==> src/rtl/noc_pkg.sv <==
// Shared NoC router constants and the rx port state encoding.
package noc_pkg;

  localparam int unsigned FLIT_W   = 8;
  localparam int unsigned DEPTH    = 8;
  localparam int unsigned ADDR_W   = 3;
  localparam int unsigned CHNL_W   = 3;
  localparam int unsigned HEAD_BIT = FLIT_W - 1;

  typedef enum logic [1:0] {
    IDLE = 2'd0,
    RECV = 2'd1,
    ARB  = 2'd2,
    SEND = 2'd3
  } rx_state_e;

endpackage

==> src/rtl/rx_buffer.sv <==
// Packet flit buffer: DEPTH x FLIT_W register file.
// It has one synchronous write port and one asynchronous read port.
// Contents are not reset.
//   clk    : clock
//   we     : write enable
//   waddr  : write address
//   wdata  : write data
//   raddr  : read address
//   rdata  : mem[raddr], combinational
module rx_buffer
  import noc_pkg::*;
(
  input  logic              clk,
  input  logic              we,
  input  logic [ADDR_W-1:0] waddr,
  input  logic [FLIT_W-1:0] wdata,
  input  logic [ADDR_W-1:0] raddr,
  output logic [FLIT_W-1:0] rdata
);

  logic [FLIT_W-1:0] mem [DEPTH];

  // Write port.
  always_ff @(posedge clk) begin
    if (we) begin
      mem[waddr] <= wdata;
    end
  end

  // Read port.
  assign rdata = mem[raddr];

endmodule

==> src/rtl/rx_port.sv <==
// Receive side of one NoC router port.
// Flits arrive on a 2-phase req/ack link. One packet of DEPTH flits is
// buffered, with the head flit always stored at address 0. Once the packet
// is complete, the port requests the switch for the output channel carried
// in the head flit. The granted tx port then reads the buffer through
// buf_addr/buf_data.
// Optional feature: define RX_SYNC_EN to pass ch_req through a 2-flop
// synchronizer. The flit-to-ack latency then becomes 3 clk instead of 1.
//   clk, reset : clock, synchronous active-high reset
//   ch_req     : link request, toggles once per flit
//   ch_flit    : link flit data
//   ch_ack     : link ack, toggled when a flit is taken
//   sw_req     : switch request (level)
//   sw_chnl    : requested output channel
//   sw_gnt     : switch grant (level, held for the whole transfer)
//   buf_addr   : tx read address
//   buf_data   : buffer read data
module rx_port
  import noc_pkg::*;
(
  input  logic              clk,
  input  logic              reset,
  input  logic              ch_req,
  input  logic [FLIT_W-1:0] ch_flit,
  output logic              ch_ack,
  output logic              sw_req,
  output logic [CHNL_W-1:0] sw_chnl,
  input  logic              sw_gnt,
  input  logic [ADDR_W-1:0] buf_addr,
  output logic [FLIT_W-1:0] buf_data
);

  logic              req_s;
  logic [FLIT_W-1:0] flit_s;
  rx_state_e         state;
  logic [ADDR_W-1:0] wr_ptr;
  logic              pending_c;
  logic              take_c;
  logic              store_c;

`ifdef RX_SYNC_EN
  logic              req_m;
  logic              req_q;
  logic [FLIT_W-1:0] flit_q;

  // Two-flop request synchronizer. The flit is held by the sender until it
  // is acked, so it is sampled alongside the synchronized request.
  always_ff @(posedge clk) begin
    if (reset) begin
      req_m  <= 1'b0;
      req_q  <= 1'b0;
      flit_q <= '0;
    end else begin
      req_m  <= ch_req;
      req_q  <= req_m;
      flit_q <= ch_flit;
    end
  end

  assign req_s  = req_q;
  assign flit_s = flit_q;
`else
  assign req_s  = ch_req;
  assign flit_s = ch_flit;
`endif

  // A flit is pending while the request phase differs from the ack phase.
  assign pending_c = req_s ^ ch_ack;
  assign take_c    = pending_c && ((state == IDLE) || (state == RECV));
  // In IDLE only a head flit is stored. Any other flit is acked and dropped.
  assign store_c   = take_c && ((state == RECV) || flit_s[HEAD_BIT]);

  rx_buffer u_buf (
    .clk   (clk),
    .we    (store_c),
    .waddr (wr_ptr),
    .wdata (flit_s),
    .raddr (buf_addr),
    .rdata (buf_data)
  );

  // Port FSM with ack toggle and write pointer.
  always_ff @(posedge clk) begin
    if (reset) begin
      state   <= IDLE;
      ch_ack  <= 1'b0;
      sw_req  <= 1'b0;
      sw_chnl <= '0;
      wr_ptr  <= '0;
    end else begin
      if (take_c) begin
        ch_ack <= ~ch_ack;
      end
      // wr_ptr wraps to 0 after the last entry, so the next head lands at 0.
      if (store_c) begin
        wr_ptr <= wr_ptr + ADDR_W'(1);
      end
      case (state)
        IDLE: begin
          if (store_c) begin
            sw_chnl <= flit_s[CHNL_W-1:0];
            state   <= RECV;
          end
        end
        RECV: begin
          if (store_c && (wr_ptr == ADDR_W'(DEPTH - 1))) begin
            sw_req <= 1'b1;
            state  <= ARB;
          end
        end
        ARB: begin
          if (sw_gnt) begin
            state <= SEND;
          end
        end
        SEND: begin
          if (!sw_gnt) begin
            sw_req <= 1'b0;
            state  <= IDLE;
          end
        end
        default: state <= IDLE;
      endcase
    end
  end

endmodule

==> config.mk <==
export PLATFORM = sky130hd
export DESIGN_NAME = rx_port
export DESIGN_NICKNAME = d
export VERILOG_FILES = /design/src/rtl/noc_pkg.sv /design/src/rtl/rx_buffer.sv /design/src/rtl/rx_port.sv
export SDC_FILE = /design/constraint.sdc
export NUM_CORES = 1
export LEC_CHECK = 0
export BUFFER_PORTS_ARGS = -buffer_cell sky130_fd_sc_hd__buf_4
export CAP_MARGIN = 30
export CORE_ASPECT_RATIO = 0.9
export CORE_UTILIZATION = 40
export CTS_CLUSTER_DIAMETER = 50
export DETAILED_ROUTE_END_ITERATION = 8
export GPL_TIMING_DRIVEN = 1
export PLACE_DENSITY = 0.58
export SYNTH_ARGS = -nofsm -noshare
export SYNTH_HDL_FRONTEND = slang
export SYNTH_HIERARCHICAL = 1
export SYNTH_SLANG_ARGS = --single-unit
==> constraint.sdc <==
create_clock -name clk -period 2.69 [get_ports clk]
set_input_delay 0.269 -clock clk [delete_from_list [all_inputs] [get_ports clk]]
set_output_delay 0.269 -clock clk [all_outputs]
set_load 0.05 [all_outputs]
==> reports/results.md, run 1 <==
| Item | Reported | Unit |
|---|---|---|
| Effective utilization at floorplan | 0.4241 | - |
| Pin count of the biggest net entering global routing | 17 | - |
| Overflow after GRT | 0 | - |
| Hold path cells | 1 | - |
| Die width | 94.47 | µm |
| Cell taking the most area after synthesis | sky130_fd_sc_hd__edfxtp_1 | - |
| Final Util | 0.4921 | - |
| Hold path startpoint | ch_flit[5] | - |
| Clock input transition at the sequential cells of the worst setup and hold paths | 0.08 | ns |
| Warning count from the yosys run | 6 | - |
| Netlist area before placement | 3078 | µm² |
| Startpoint of the worst-slack reg-to-reg timing path | state[1] | - |
| Max rail drop VDD | 0.3639 | mV |
| Max frequency | 489.2 | MHz |
| Wire length of the first global-routing pass | 8.397 | mm |
| Num rows | 29 | - |
| Height of the die | 85.22 | µm |
| Endpoint with the worst hold slack | u_buf/mem[4][5] | - |
| Largest fanout of any net on the critical path | 8 | - |
| Most area-consuming cells after synthesis | sky130_fd_sc_hd__edfxtp_1 62%, sky130_fd_sc_hd__mux4_1 13%, sky130_fd_sc_hd__dfxtp_1 6.5%, sky130_fd_sc_hd__mux2_2 2.9%, sky130_fd_sc_hd__ha_1 2.8% | - |
| Count of final max-slew check failures | 0 | - |
| Post-detail-place hpwl | 3.748 | mm |
| Global router's overall resource usage | 0.1486 | - |
| Post-synthesis cell type count | 29 | - |
| End of the worst register-to-register path | u_buf/mem[4][1] | - |
| Post-DRT Antenna Nets | 0 | - |
| Num ports | 28 | - |
| Internal reg-to-reg setup slack | 0.65 | ns |
| Synthesized-area fraction occupied by xor and xnor cells | 0.008130 | - |
| Number of hold-slack violations in the final timing report | 0 | - |
| Post-cts hold buffer count | 0 | - |
| Leakage component of the power | 0.001266 | µW |
| Synth Area in Compound Gates | 0.02805 | - |
| RSZ-0062 raised after global routing | false | - |
| Area share of fa/ha/maj cells after synthesis | 0.02846 | - |
| Detailed-route wire length per cell | 18.21 | µm |
| Register area share after synthesis | 0.6894 | - |
| Initial drt markers | 54 | - |
| Later-pin clock latency in the skew report | 0.34 | ns |
| Final sum of negative setup slack | 0 | ns |
| Kind of path behind the tightest hold check | input port to flip-flop | - |
| Req. time, crit path | 2.73 | ns |
| Worst-case clock buffer depth | 2 | - |
| Total Wirelength | 5.409 | mm |
| Total Nets Final | 221 | - |
| Die Area | 8050 | µm² |
| Initial antenna violation count | 0 | - |
| Area growth syn-to-layout | 16.02 | % |
| Worst-case reg-to-reg path depth | 7 | - |
| Normalized max-slew margin | 0.7302 | - |
| Main combinational cell family by area after synthesis | multiplexers | - |
| Layout cells sized above 1 | 0.3039 | - |
| Placed Area | 3410 | µm² |
| Nets in the synthesized netlist | 181 | - |
| Minimum clock period | 2.044 | ns |
| Number of H-tree branching levels | 3 | - |
| Post-DR vias/cell | 5.202 | - |
| Setup fix buffers added after clock tree synthesis | 0 | - |
| # resized after CTS | 0 | - |
| Synthesized instance count | 159 | - |
| Startpoint-to-endpoint class of the critical path | flip-flop to flip-flop | - |
| Result of the run | completed | - |
| Final period util | 0.7599 | - |
| Number of input and output port buffers inserted | 27 | - |
| Clock tree from TritonCTS | done | - |
| Routability Congestion | 0.7034 | - |
| DRC violation count after routing | 0 | - |
| Post-layout instance area | 3571 | µm² |
| Startpoint type of the worst setup path | flip-flop | - |
| Worst Tran Pin Value | 0.4032 | ns |
| Number of global-route vias before repair | 1605 | - |
| Pre-antenna DRT Iters | 4 | - |
| Area share of the largest cell type after synthesis | 0.6244 | - |
| Max-capacitance violation count | 0 | - |
| Number of vias after detailed routing | 1545 | - |
| Number of antenna diodes | 0 | - |
| Power density over the cells | 767.8 | nW/µm² |
| Area of the core | 7257 | µm² |
| Proportion of synthesized area in mux cells | 0.1809 | - |
| Number of register bits inferred by synthesis | 74 | - |
| Post-Route Skew | 0.009243 | ns |
| Finish-stage setup viols | 0 | - |
| Area fraction in and, or, nand and nor cells after synthesis | 0.04715 | - |
| Data arrival, critical path | 2.08 | ns |
| Number of buffers created by CTS | 9 | - |
| Mean instance size in the synthesized netlist | 19.36 | µm² |
| Nature of the critical path endpoint | flip-flop | - |
| TritonCTS Sinks | 74 | - |
| Clk root buf | sky130_fd_sc_hd__clkbuf_8 | - |
-- layer usage --
| metal | vias to the layer above | track usage | routed length, µm |
|---|---|---|---|
| met5 | - | 0 | 0 |
| li1 | 728 | - | - |
| met2 | 27 | 0.2675 | 2914 |
| met3 | 10 | 0.03674 | 179 |
| met4 | 0 | 0.05923 | 83 |
| met1 | 780 | 0.1682 | 2232 |
-- final cells by class --
cell class / count / area, µm²
clock buffers: 10 / 127.6
clock inverters: 6 / 33.78
fillers: 615 / 3686
inverters: 2 / 7.507
multi-input cells: 77 / 900.9
flip-flops and latches: 74 / 2122
well taps: 93 / 116.4
repair buffers: 35 / 262.8
-- worst max-delay path, cell delays in order (launching register included) --
cell,delay (ns)
sky130_fd_sc_hd__dfxtp_1,0.33
sky130_fd_sc_hd__inv_1,0.13
sky130_fd_sc_hd__ha_1,0.33
sky130_fd_sc_hd__a21oi_1,0.07
sky130_fd_sc_hd__nor2_1,0.33
sky130_fd_sc_hd__nand2_1,0.19
sky130_fd_sc_hd__nor3_1,0.16
sky130_fd_sc_hd__buf_4,0.21
-- cell usage in the layout (no fill, tap or decap), drive strengths merged, types with 5 or more instances in the layout --
cell	synthesis	final
dfxtp	10	10
mux4	16	16
nand2b	5	5
clkinv	0	5
buf	4	35
mux2i	5	5
mux2	8	8
ha	7	7
nor2	15	15
clkbuf	2	10
edfxtp	64	64
-- flip-flops by register name, indices dropped and copies added, names as in the netlist --
register / cells
sw_chnl: 3
u_buf/mem: 64
sw_req: 1
wr_ptr: 3
state: 2
ch_ack: 1
-- report_power, final --
group	switching [µW]	total, µW	internal, µW
Sequential	52.1	1410	1350
Combinational	380	631	250
Clock	378	704	326
-- synthesized netlist by cell type (all sizes together) --
cell type,instances
a311o,1
nand2b,5
edfxtp,64
xnor2,2
inv,2
clkbuf,2
nor3,2
buf,4
a221oi,1
nor2b,1
mux2i,5
a21oi,3
mux4,16
nand2,3
ha,7
nand3,1
dfxtp,10
mux2,8
nor2,15
nor3b,1
a211oi,2
o21ai,3
and4bb,1
-- worst max path at each step --
stage,startpoint,end,slack [ns],cells after the start
finish,state[1],u_buf/mem[4][1],0.65,7
global route,state[1],u_buf/mem[6][6],0.44,7
CTS,state[1],u_buf/mem[4][0],0.63,7
detailed placement,state[1],u_buf/mem[4][4],0.66,7
global placement,buf_addr[0],buf_data[1],0.74,4
floorplan,ch_ack,u_buf/mem[4][0],0.33,4
-- logic make-up (layout without fill, tap and decap cells) --
family / after synthesis / count (layout)
AO/OA/AOI/OAI: 10 / 10
XOR/XNOR: 2 / 2
adder cells (fa/ha/maj): 7 / 7
buffers and inverters: 8 / 53
flip-flops: 74 / 74
multiplexers: 29 / 29
AND/OR/NAND/NOR: 29 / 29
-- through the flow --
step	hold WS, ns	instances	setup WS [ns]	total power [µW]
after floorplan	0.3679	159	0.3275	1882
after global placement	0.4761	281	0.7435	2035
after detailed placement	0.5036	281	0.6555	2066
after CTS	0.1549	297	0.6284	2763
after global routing	0.1473	297	0.4438	2855
final	0.1623	297	0.6458	2742
No activity file was read; power rests on OpenSTA's default activity.
==> run 2: changes to the inputs <==
PLACE_DENSITY = 0.61   (was 0.58)
clock period = 1.8 ns   (was 2.69 ns; I/O delays follow)
==> reports/results.md, run 2 (synthesis gave the netlist of run 1 again) <==
| Item | Reported | Unit |
|---|---|---|
| Result of the run | complete, but fails checks | - |
| Failing checks | negative setup slack | - |
| Area of the core | 7257 | µm² |
| Max rail drop VDD | 0.7018 | mV |
| Number of buffers created by CTS | 9 | - |
| Effective utilization at floorplan | 0.4241 | - |
| Highest routed layer | met4 | - |
| Maximum cell stage delay along the critical path | 0.47 | ns |
| Number of H-tree branching levels | 3 | - |
| Largest fanout of any net on the critical path | 1 | - |
| RSZ-0062 raised after global routing | true | - |
| DRC violation count after routing | 0 | - |
| Post-DR vias/cell | 5.152 | - |
| Data arrival, critical path | 1.66 | ns |
| Max reg flops | 64 | - |
| Setup slack of the critical path after layout | -0.04350 | ns |
| Count of final max-slew check failures | 0 | - |
| Number of global-route vias before repair | 1653 | - |
| Detailed-route wire length per cell | 18.87 | µm |
| Final sum of negative setup slack | -0.1158 | ns |
| Final period util | 1.024 | - |
| Pre-antenna DRT Iters | 4 | - |
| Power density over the cells | 1188 | nW/µm² |
| Wire length of the first global-routing pass | 9.197 | mm |
| Number of antenna diodes | 0 | - |
| Number of hold-slack violations in the final timing report | 0 | - |
| Post-detail-place hpwl | 3.810 | mm |
| Die width | 94.47 | µm |
| Global router's overall resource usage | 0.1619 | - |
| Max-capacitance violation count | 0 | - |
| Crit-path cells | mux4_2 > mux2_4 > buf_8 | - |
| Worst-path cell with the longest stage delay | sky130_fd_sc_hd__mux4_2 | - |
| Num rows | 29 | - |
| Routability Congestion | 0.7978 | - |
| Area used by sequential logic in the layout | 2125 | µm² |
| Final Util | 0.5279 | - |
| Height of the die | 85.22 | µm |
| Post-layout instance area | 3831 | µm² |
| Registers with the most flip-flops | u_buf/mem x64, sw_chnl x3, wr_ptr x3 | - |
| Normalized max-slew margin | 0.7436 | - |
| Startpoint type of the worst setup path | flip-flop | - |
| Placed Area | 3578 | µm² |
| Total Nets Final | 227 | - |
| Most flop-heavy register | u_buf/mem | - |
| Initial antenna violation count | 0 | - |
| Total Wirelength | 5.699 | mm |
| Pin count of the biggest net entering global routing | 17 | - |
| Finish-stage setup viols | 6 | - |
| Setup fix buffers added after clock tree synthesis | 0 | - |
| Clock tree from TritonCTS | done | - |
| Post-Route Skew | 0.005045 | ns |
| Clock input transition at the sequential cells of the worst setup and hold paths | 0.08 | ns |
| Overflow after GRT | 0 | - |
| DR WL met3 | 250 | µm |
| Worst-case clock buffer depth | 2 | - |
| Hold Slack | 0.06859 | ns |
| Minimum clock period | 1.844 | ns |
| Nature of the critical path endpoint | primary output | - |
| TritonCTS Sinks | 74 | - |
| Most common cell after layout, fill and taps aside | sky130_fd_sc_hd__edfxtp_1 | - |
| Total power of the final layout | 4552 | µW |
| Startpoint-to-endpoint class of the critical path | flip-flop to primary output | - |
| Max frequency | 542.4 | MHz |
| Routed met2 length | 2.865 | mm |
| Worst Tran Pin Value | 0.3830 | ns |
| Area growth syn-to-layout | 24.47 | % |
| Later-pin clock latency in the skew report | 0.34 | ns |
| Number of input and output port buffers inserted | 27 | - |
| Num ports | 28 | - |
| Kind of path behind the tightest hold check | input port to flip-flop | - |
| Leakage component of the power | 0.001338 | µW |
| Post-DRT Antenna Nets | 0 | - |
| Req. time, crit path | 1.62 | ns |
| Number of vias after detailed routing | 1556 | - |
| Filler cells | 601 | - |
| Commonest cells after routing, fill and taps aside | 64 x sky130_fd_sc_hd__edfxtp_1, 27 x sky130_fd_sc_hd__buf_4, 15 x sky130_fd_sc_hd__mux4_2 | - |
| Length of routed wiring on met1 | 2.508 | mm |
| Initial drt markers | 108 | - |
| Area occupied by multi-input gates | 955.9 | µm² |
| Die Area | 8050 | µm² |
| Clk root buf | sky130_fd_sc_hd__clkbuf_8 | - |
| Layout cells sized above 1 | 0.4737 | - |
-- run 2: per-stage QoR --
step	setup slack, ns	std cells
4_1_cts	-0.06037	302
3_3_place_gp	0.09314	287
3_5_place_dp	0.06821	287
5_1_grt	-0.1081	302
2_1_floorplan	0.01671	159
6_report	-0.04350	302
-- run 2: worst paths after layout --
kind	start	endpoint	slack, ns	cells after the start
setup / recovery	u_buf/mem[2][1]	buf_data[1]	-0.04	3
hold / removal	ch_flit[3]	u_buf/mem[1][3]	0.07	1
hold reg to reg	ch_ack	ch_ack	0.48	2
setup reg to reg	state[1]	u_buf/mem[0][2]	0.12	7
-- run 2: layout make-up --
type                       instances  area share
timing repair buffer              41      0.1156
multi-input combinational         77      0.2495
inverter                           2    0.001960
tap                               93     0.03037
clock buffer                      10     0.03331
sequential                        74      0.5545
clock inverter                     5     0.01470
-- run 2: what timing repair did --
action,in CTS,in global routing
gates resized for setup,38,10
pin swaps,0,2
hold buffers,0,0
setup endpoints to repair,8,71
-- run 2: layer usage --
layer	vias to the layer above	track usage
met2	32	0.2536
met3	8	0.04928
met4	0	0.05785
met1	797	0.2142
met5	-	0
li1	719	-
-- run 2: power by group --
group | switching (µW) | total, µW | internal [µW]
logic | 703 | 1250 | 547
clock network | 579 | 1210 | 630
registers | 65.4 | 2090 | 2030
-- run 2: critical path: cells and delay by family (launching register included) --
kind	cells	cell delay, ns
mux	2	0.76
flops	1	0.42
buf+inv	1	0.15
